===== src/rtl/addi_shared_arbiter.sv =====
// addi_shared_arbiter
//   Shares one pipelined adder among NUM_REQ elastic requesters. Each requester
//   offers an (lhs, rhs) pair; a round-robin arbiter picks one joined pair per
//   cycle, the sum travels down a LATENCY-deep bubble-collapsing pipeline tagged
//   with its requester index, and leaves on that requester's result channel.
//
//   Parameters
//     DATA_TYPE : operand/result width in bits
//     NUM_REQ   : number of requesters (2..8)
//     LATENCY   : adder pipeline depth (1..4)
//
//   Ports
//     clk, rst                  : clock, synchronous active-high reset
//     lhs/rhs                   : packed operands, requester i at [i*DATA_TYPE +: DATA_TYPE]
//     lhs_valid/rhs_valid       : per-requester operand valids
//     lhs_ready/rhs_ready       : per-requester operand readies (only the granted one)
//     result                    : last-stage sum replicated into every slice
//     result_valid/result_ready : per-requester result handshake
//     conflict_count            : saturating count of cycles with >=2 eligible
//                                 requesters; present only when
//                                 ADDI_SHARED_ARBITER_CONFLICT_COUNT_EN is defined
module addi_shared_arbiter #(
  parameter int DATA_TYPE = 32,
  parameter int NUM_REQ   = 2,
  parameter int LATENCY   = 1
) (
  input  logic                           clk,
  input  logic                           rst,
  input  logic [NUM_REQ*DATA_TYPE-1:0]   lhs,
  input  logic [NUM_REQ-1:0]             lhs_valid,
  input  logic [NUM_REQ*DATA_TYPE-1:0]   rhs,
  input  logic [NUM_REQ-1:0]             rhs_valid,
  output logic [NUM_REQ-1:0]             lhs_ready,
  output logic [NUM_REQ-1:0]             rhs_ready,
  output logic [NUM_REQ*DATA_TYPE-1:0]   result,
  output logic [NUM_REQ-1:0]             result_valid,
  input  logic [NUM_REQ-1:0]             result_ready
`ifdef ADDI_SHARED_ARBITER_CONFLICT_COUNT_EN
  ,
  output logic [31:0]                    conflict_count
`endif
);

  localparam int TAG_W = (NUM_REQ > 1) ? $clog2(NUM_REQ) : 1;

  logic [NUM_REQ-1:0]                  elig;
  logic [TAG_W-1:0]                    last_grant_q, last_grant_d;
  logic [NUM_REQ-1:0]                  grant;
  logic [TAG_W-1:0]                    grant_idx;
  logic [TAG_W-1:0]                    cand;
  logic                                grant_any;
  logic                                accept;
  logic [DATA_TYPE-1:0]                op_sum;

  logic [LATENCY-1:0]                  valid_q, valid_d;
  logic [LATENCY-1:0][TAG_W-1:0]       tag_q, tag_d;
  logic [LATENCY-1:0][DATA_TYPE-1:0]   sum_q, sum_d;
  logic [LATENCY-1:0]                  load;
  logic                                ld_chain;

  assign elig = lhs_valid & rhs_valid;

  // Round-robin: scan from last_grant+1, wrapping, first eligible wins.
  always_comb begin
    grant     = '0;
    grant_idx = '0;
    grant_any = 1'b0;
    cand      = '0;
    for (int off = 1; off <= NUM_REQ; off++) begin
      cand = TAG_W'((int'(last_grant_q) + off) % NUM_REQ);
      if (!grant_any && elig[cand]) begin
        grant_any = 1'b1;
        grant_idx = cand;
      end
    end
    if (grant_any) grant[grant_idx] = 1'b1;
  end

  // A stage may load when empty or when its successor loads; the last stage
  // frees up only when its owner accepts the result. Walked tail-to-head with a
  // scalar so each bit is a plain chain.
  always_comb begin
    load     = '0;
    ld_chain = !valid_q[LATENCY-1] || result_ready[tag_q[LATENCY-1]];
    load[LATENCY-1] = ld_chain;
    for (int k = LATENCY - 2; k >= 0; k--) begin
      ld_chain = !valid_q[k] || ld_chain;
      load[k]  = ld_chain;
    end
  end

  assign accept    = grant_any && load[0] && !rst;
  assign lhs_ready = accept ? grant : '0;
  assign rhs_ready = accept ? grant : '0;

  // Carry out of the top bit is intentionally dropped.
  assign op_sum = lhs[grant_idx*DATA_TYPE +: DATA_TYPE] + rhs[grant_idx*DATA_TYPE +: DATA_TYPE];

  always_comb begin
    valid_d      = valid_q;
    tag_d        = tag_q;
    sum_d        = sum_q;
    last_grant_d = last_grant_q;
    if (load[0]) begin
      valid_d[0] = accept;
      tag_d[0]   = grant_idx;
      sum_d[0]   = op_sum;
    end
    for (int k = 1; k < LATENCY; k++) begin
      if (load[k]) begin
        valid_d[k] = valid_q[k-1];
        tag_d[k]   = tag_q[k-1];
        sum_d[k]   = sum_q[k-1];
      end
    end
    if (accept) last_grant_d = grant_idx;
  end

  always_ff @(posedge clk) begin
    if (rst) begin
      valid_q      <= '0;
      tag_q        <= '0;
      sum_q        <= '0;
      last_grant_q <= TAG_W'(NUM_REQ - 1);
    end else begin
      valid_q      <= valid_d;
      tag_q        <= tag_d;
      sum_q        <= sum_d;
      last_grant_q <= last_grant_d;
    end
  end

  always_comb begin
    result_valid = '0;
    for (int j = 0; j < NUM_REQ; j++) begin
      result_valid[j] = valid_q[LATENCY-1] && (tag_q[LATENCY-1] == TAG_W'(j));
    end
  end

  assign result = {NUM_REQ{sum_q[LATENCY-1]}};

`ifdef ADDI_SHARED_ARBITER_CONFLICT_COUNT_EN
  logic [31:0] conflict_count_q, conflict_count_d;

  always_comb begin
    conflict_count_d = conflict_count_q;
    if (($countones(elig) >= 2) && (conflict_count_q != 32'hFFFF_FFFF))
      conflict_count_d = conflict_count_q + 32'd1;
  end

  always_ff @(posedge clk) begin
    if (rst) conflict_count_q <= '0;
    else     conflict_count_q <= conflict_count_d;
  end

  assign conflict_count = conflict_count_q;
`endif

endmodule


===== config.mk =====
export PLATFORM = sky130hd
export DESIGN_NAME = addi_shared_arbiter
export DESIGN_NICKNAME = d
export VERILOG_FILES = /design/src/rtl/addi_shared_arbiter.sv
export SDC_FILE = /design/constraint.sdc
export NUM_CORES = 1
export LEC_CHECK = 0
export ABC_AREA = 1
export CAP_MARGIN = 20
export CORE_ASPECT_RATIO = 2
export CORE_UTILIZATION = 35
export DETAILED_ROUTE_END_ITERATION = 16
export GPL_ROUTABILITY_DRIVEN = 0
export PLACE_DENSITY_LB_ADDON = 0.1
export SYNTH_ARGS = -nofsm -noshare
export SYNTH_HDL_FRONTEND = slang
export SYNTH_SLANG_ARGS = --single-unit

===== constraint.sdc =====
create_clock -name clk -period 3.17 [get_ports clk]
set_clock_uncertainty 0.05 [all_clocks]
set_input_delay 0.634 -clock clk [delete_from_list [all_inputs] [get_ports clk]]
set_output_delay 0.634 -clock clk [all_outputs]
set_load 0.02 [all_outputs]

==> run_results.csv <==
group,metric,value,unit
status,outcome,"complete, no violations",
drt,drt_wl_total,19100,um
power_and_ir_drop,vdd_ir_drop_max,0.230,mV
clock_tree,worstSkewPairLatency,280,ps
drt,num_vias,6276,
synthesis,postSynthAreaPerCell,5.23,um2
cells_and_area,utilization,61.3,%
floorplan,initial_core_util,36.0,%
critical_path,critical_path.endpoint_type,"flop",
timing,rsz_0062_raised_after_global_routing,"true",
place,dp_worst_setup_slack,-310,ps
drt,detail_route.first_pass.iterations,5,
clock_tree,htree_levels,2,
cells_and_area,layout-drive-gt1-share,18.7,%
floorplan,fp.dieArea,14500,um2
timing,max_freq,0.325,GHz
drt,drt_first_iter_violations,194,
grt,antenna_violations_before_repair,0,
floorplan,die-width,85.6,um
floorplan,core_area,13600,um2
synthesis,synth-edff-count,0,
drt,detail_route.wl_per_cell,14.0,um
synthesis,postSynth.asyncResetShare,0,%
critical_path,worst_setup_path_start_kind,"input pin",
timing,timing.setup.tns,0,ps
synthesis,ys_seq_area_share,14.3,%
drt,detail_route.drc_violations,0,
place,dp.final_hpwl,15200,um
worst_hold_path,hold_class,"flop to flop",
critical_path,critPathArrivalTime,3210,ps
drt,via_per_inst,4.61,
synthesis,synth.ff_latch_count,35,
job,max-cap-violations,0,
floorplan,top_level_ports,206,
synthesis,synth_warn,0,
timing,setup_viol_count_final,0,
cells_and_area,area_grow_syn2layout,70.0,%
clock_tree,clock_transition_at_path_regs,50,ps
power_and_ir_drop,p_leak,4.50,nW
cells_and_area,layout.nets,1342,
place,portBuffers,205,
clock_tree,cts_made_buffers,5,
grt,grt_start_max_net_pins,55,
cells_and_area,fill_cells,1366,
synthesis,mappedNetlistArea,4900,um2
power_and_ir_drop,power_density,380,nW/um2
clock_tree,clk_path_buf_depth,2,
cells_and_area,final-instance-count-excl-fill,1361,
cells_and_area,multi_input_comb_area,3780,um2
grt,grt_util_all_layers,25.2,%
timing,final-max-slew-violation-count,0,
floorplan,rows,60,
timing,max-slew-margin-rel,66.5,%
timing,worst_slack,91.6,ps
clock_tree,clockRootBuffer,"clkbuf_16",
cells_and_area,sequential_cell_area,701,um2
critical_path,timing.critical_path.required,3300,ps
synthesis,post_synth_inst_count,937,
drt,drt.antenna.violating_nets,0,
synthesis,synth.lib_cells_used.distinct,35,
place,dpl.cell_count,1343,
timing,worst_slew_pin_slew,503,ps
synthesis,ys_dominant_reg_cell,"dfxtp_1",
power_and_ir_drop,power,3.16,mW
synthesis,mappedNetlistNets,1105,
grt,global_route_wire_length_before_repair,28400,um
critical_path,timing_worst_setup_path_type,"input pin to flop",
floorplan,chipHeight,169,um
clock_tree,tritoncts_clock_tree,"done",
grt,number_of_global_route_vias_before_repair,6086,
cells_and_area,n_antenna_cell,0,
timing,fin_crit,3080,ps
timing,hold_violations,0,
grt,global_route.overflow_total,0,
critical_path,cp_max_fo,12,
clock_tree,clock-sinks,35,
timing,timing.final.crit_share,97.1,%
==> per-layer routing <==
layer	vias up	part of all wire, %	GRT usage [%]
li1	3240	-	-
met1	2766	32	20.4
met2	191	59	55.1
met3	79	2.4	2.04
met4	0	7.4	13.6
met5	-	0	0
==> cell usage in the layout (no fill, tap or decap), drive strengths merged <==
cell	synthesis	layout
clkdlybuf4s50	0	203
nand3	52	52
a21o	1	1
clkinv	2	4
buf	47	78
fa	1	1
inv	173	172
or2	4	4
o21ai	30	30
nor3	7	7
nor2	48	48
o211ai	2	2
dlymetal6s2s	0	2
and2	3	3
nand2	441	441
ha	31	31
nand3b	2	2
xnor2	3	3
a211oi	2	2
clkbuf	10	11
nand4	3	3
dfxtp	35	35
a21oi	19	19
o21bai	11	11
xor2	9	9
a31oi	1	1
==> cell usage after synthesis (all sizes together), types with 2 or more instances <==
master	instances	share of area, %
a211oi	2	0.31
a21oi	19	2.0
and2	3	0.38
buf	47	6.4
clkbuf	10	0.77
clkinv	2	0.15
dfxtp	35	14
ha	31	7.9
inv	173	13
nand2	441	35
nand3	52	5.5
nand3b	2	0.31
nand4	3	0.38
nor2	48	4.3
nor3	7	1.0
o211ai	2	0.31
o21ai	30	3.1
o21bai	11	1.7
or2	4	0.51
xnor2	3	0.54
xor2	9	1.6
==> path summary, 6_finish.rpt <==
check | from | to | slack (ps) | cells past startpoint
max | rhs_valid[0] | sum_q[27] | 90 | 19
min | sum_q[1] | sum_q[1] | 460 | 2
max reg2reg | last_grant_q | sum_q[27] | 580 | 18
min reg2reg | sum_q[1] | sum_q[1] | 460 | 2
==> where the power goes <==
part | switching (mW) | internal (mW)
Combinational | 1.10 | 1.00
Clock | 0.176 | 0.290
Sequential | 0.0672 | 0.521
Total | 1.35 | 1.82
==> stage by stage <==
step | instance area (um2) | hold slack [ps]
5_1_grt | 8330 | 485
3_5_place_dp | 7410 | 422
2_1_floorplan | 4900 | 379
4_1_cts | 7560 | 440
3_3_place_gp | 7410 | 426
6_report | 8330 | 462
==> registers in the layout, summed over array words and instances (netlist names) <==
signal,flops
last_grant_q,1
sum_q,32
tag_q,1
valid_q,1
==> worst max-delay path: stages <==
cell and delay (ps):
clkdlybuf4s50_1 490, nand3_2 130, nand2_8 160, clkinv_8 100, clkbuf_16 180, nand2_1 70
nand2_1 100, ha_4 310, nand2_2 80, inv_1 90, nand2_2 90, inv_1 110
nand2_1 80, nor3_1 130, nand2_1 90, nand3_1 90, nand3_1 120, nand2_1 100
inv_1 40
==> area by class of cell <==
class                           instances  area share (%)
Multi-Input combinational cell        670            45.4
Timing Repair Buffer                  287            33.7
Sequential cell                        35            8.42
Inverter                              175            8.04
Tap cell                              186            2.80
Clock buffer                            7            1.59
Clock inverter                          1          0.0601
==> logic make-up after synthesis <==
group,synth area share [%]
buffers and inverters,20.6
adder cells (fa/ha/maj),8.33
flip-flops,14.3
AO/OA/AOI/OAI,7.66
AND/OR/NAND/NOR,47.0
XOR/XNOR,2.15
==> what timing repair did <==
| action | 4_1_cts | 5_1_grt |
|---|---|---|
| resized for setup | 2 | 125 |
| pin swaps | 0 | 25 |
| setup buffers | 0 | 5 |
| hold buffers | 0 | 0 |
| setup endpoints to repair | 3 | 27 |
| gates cloned | 0 | 5 |
Power figures use the tool's default switching activity.
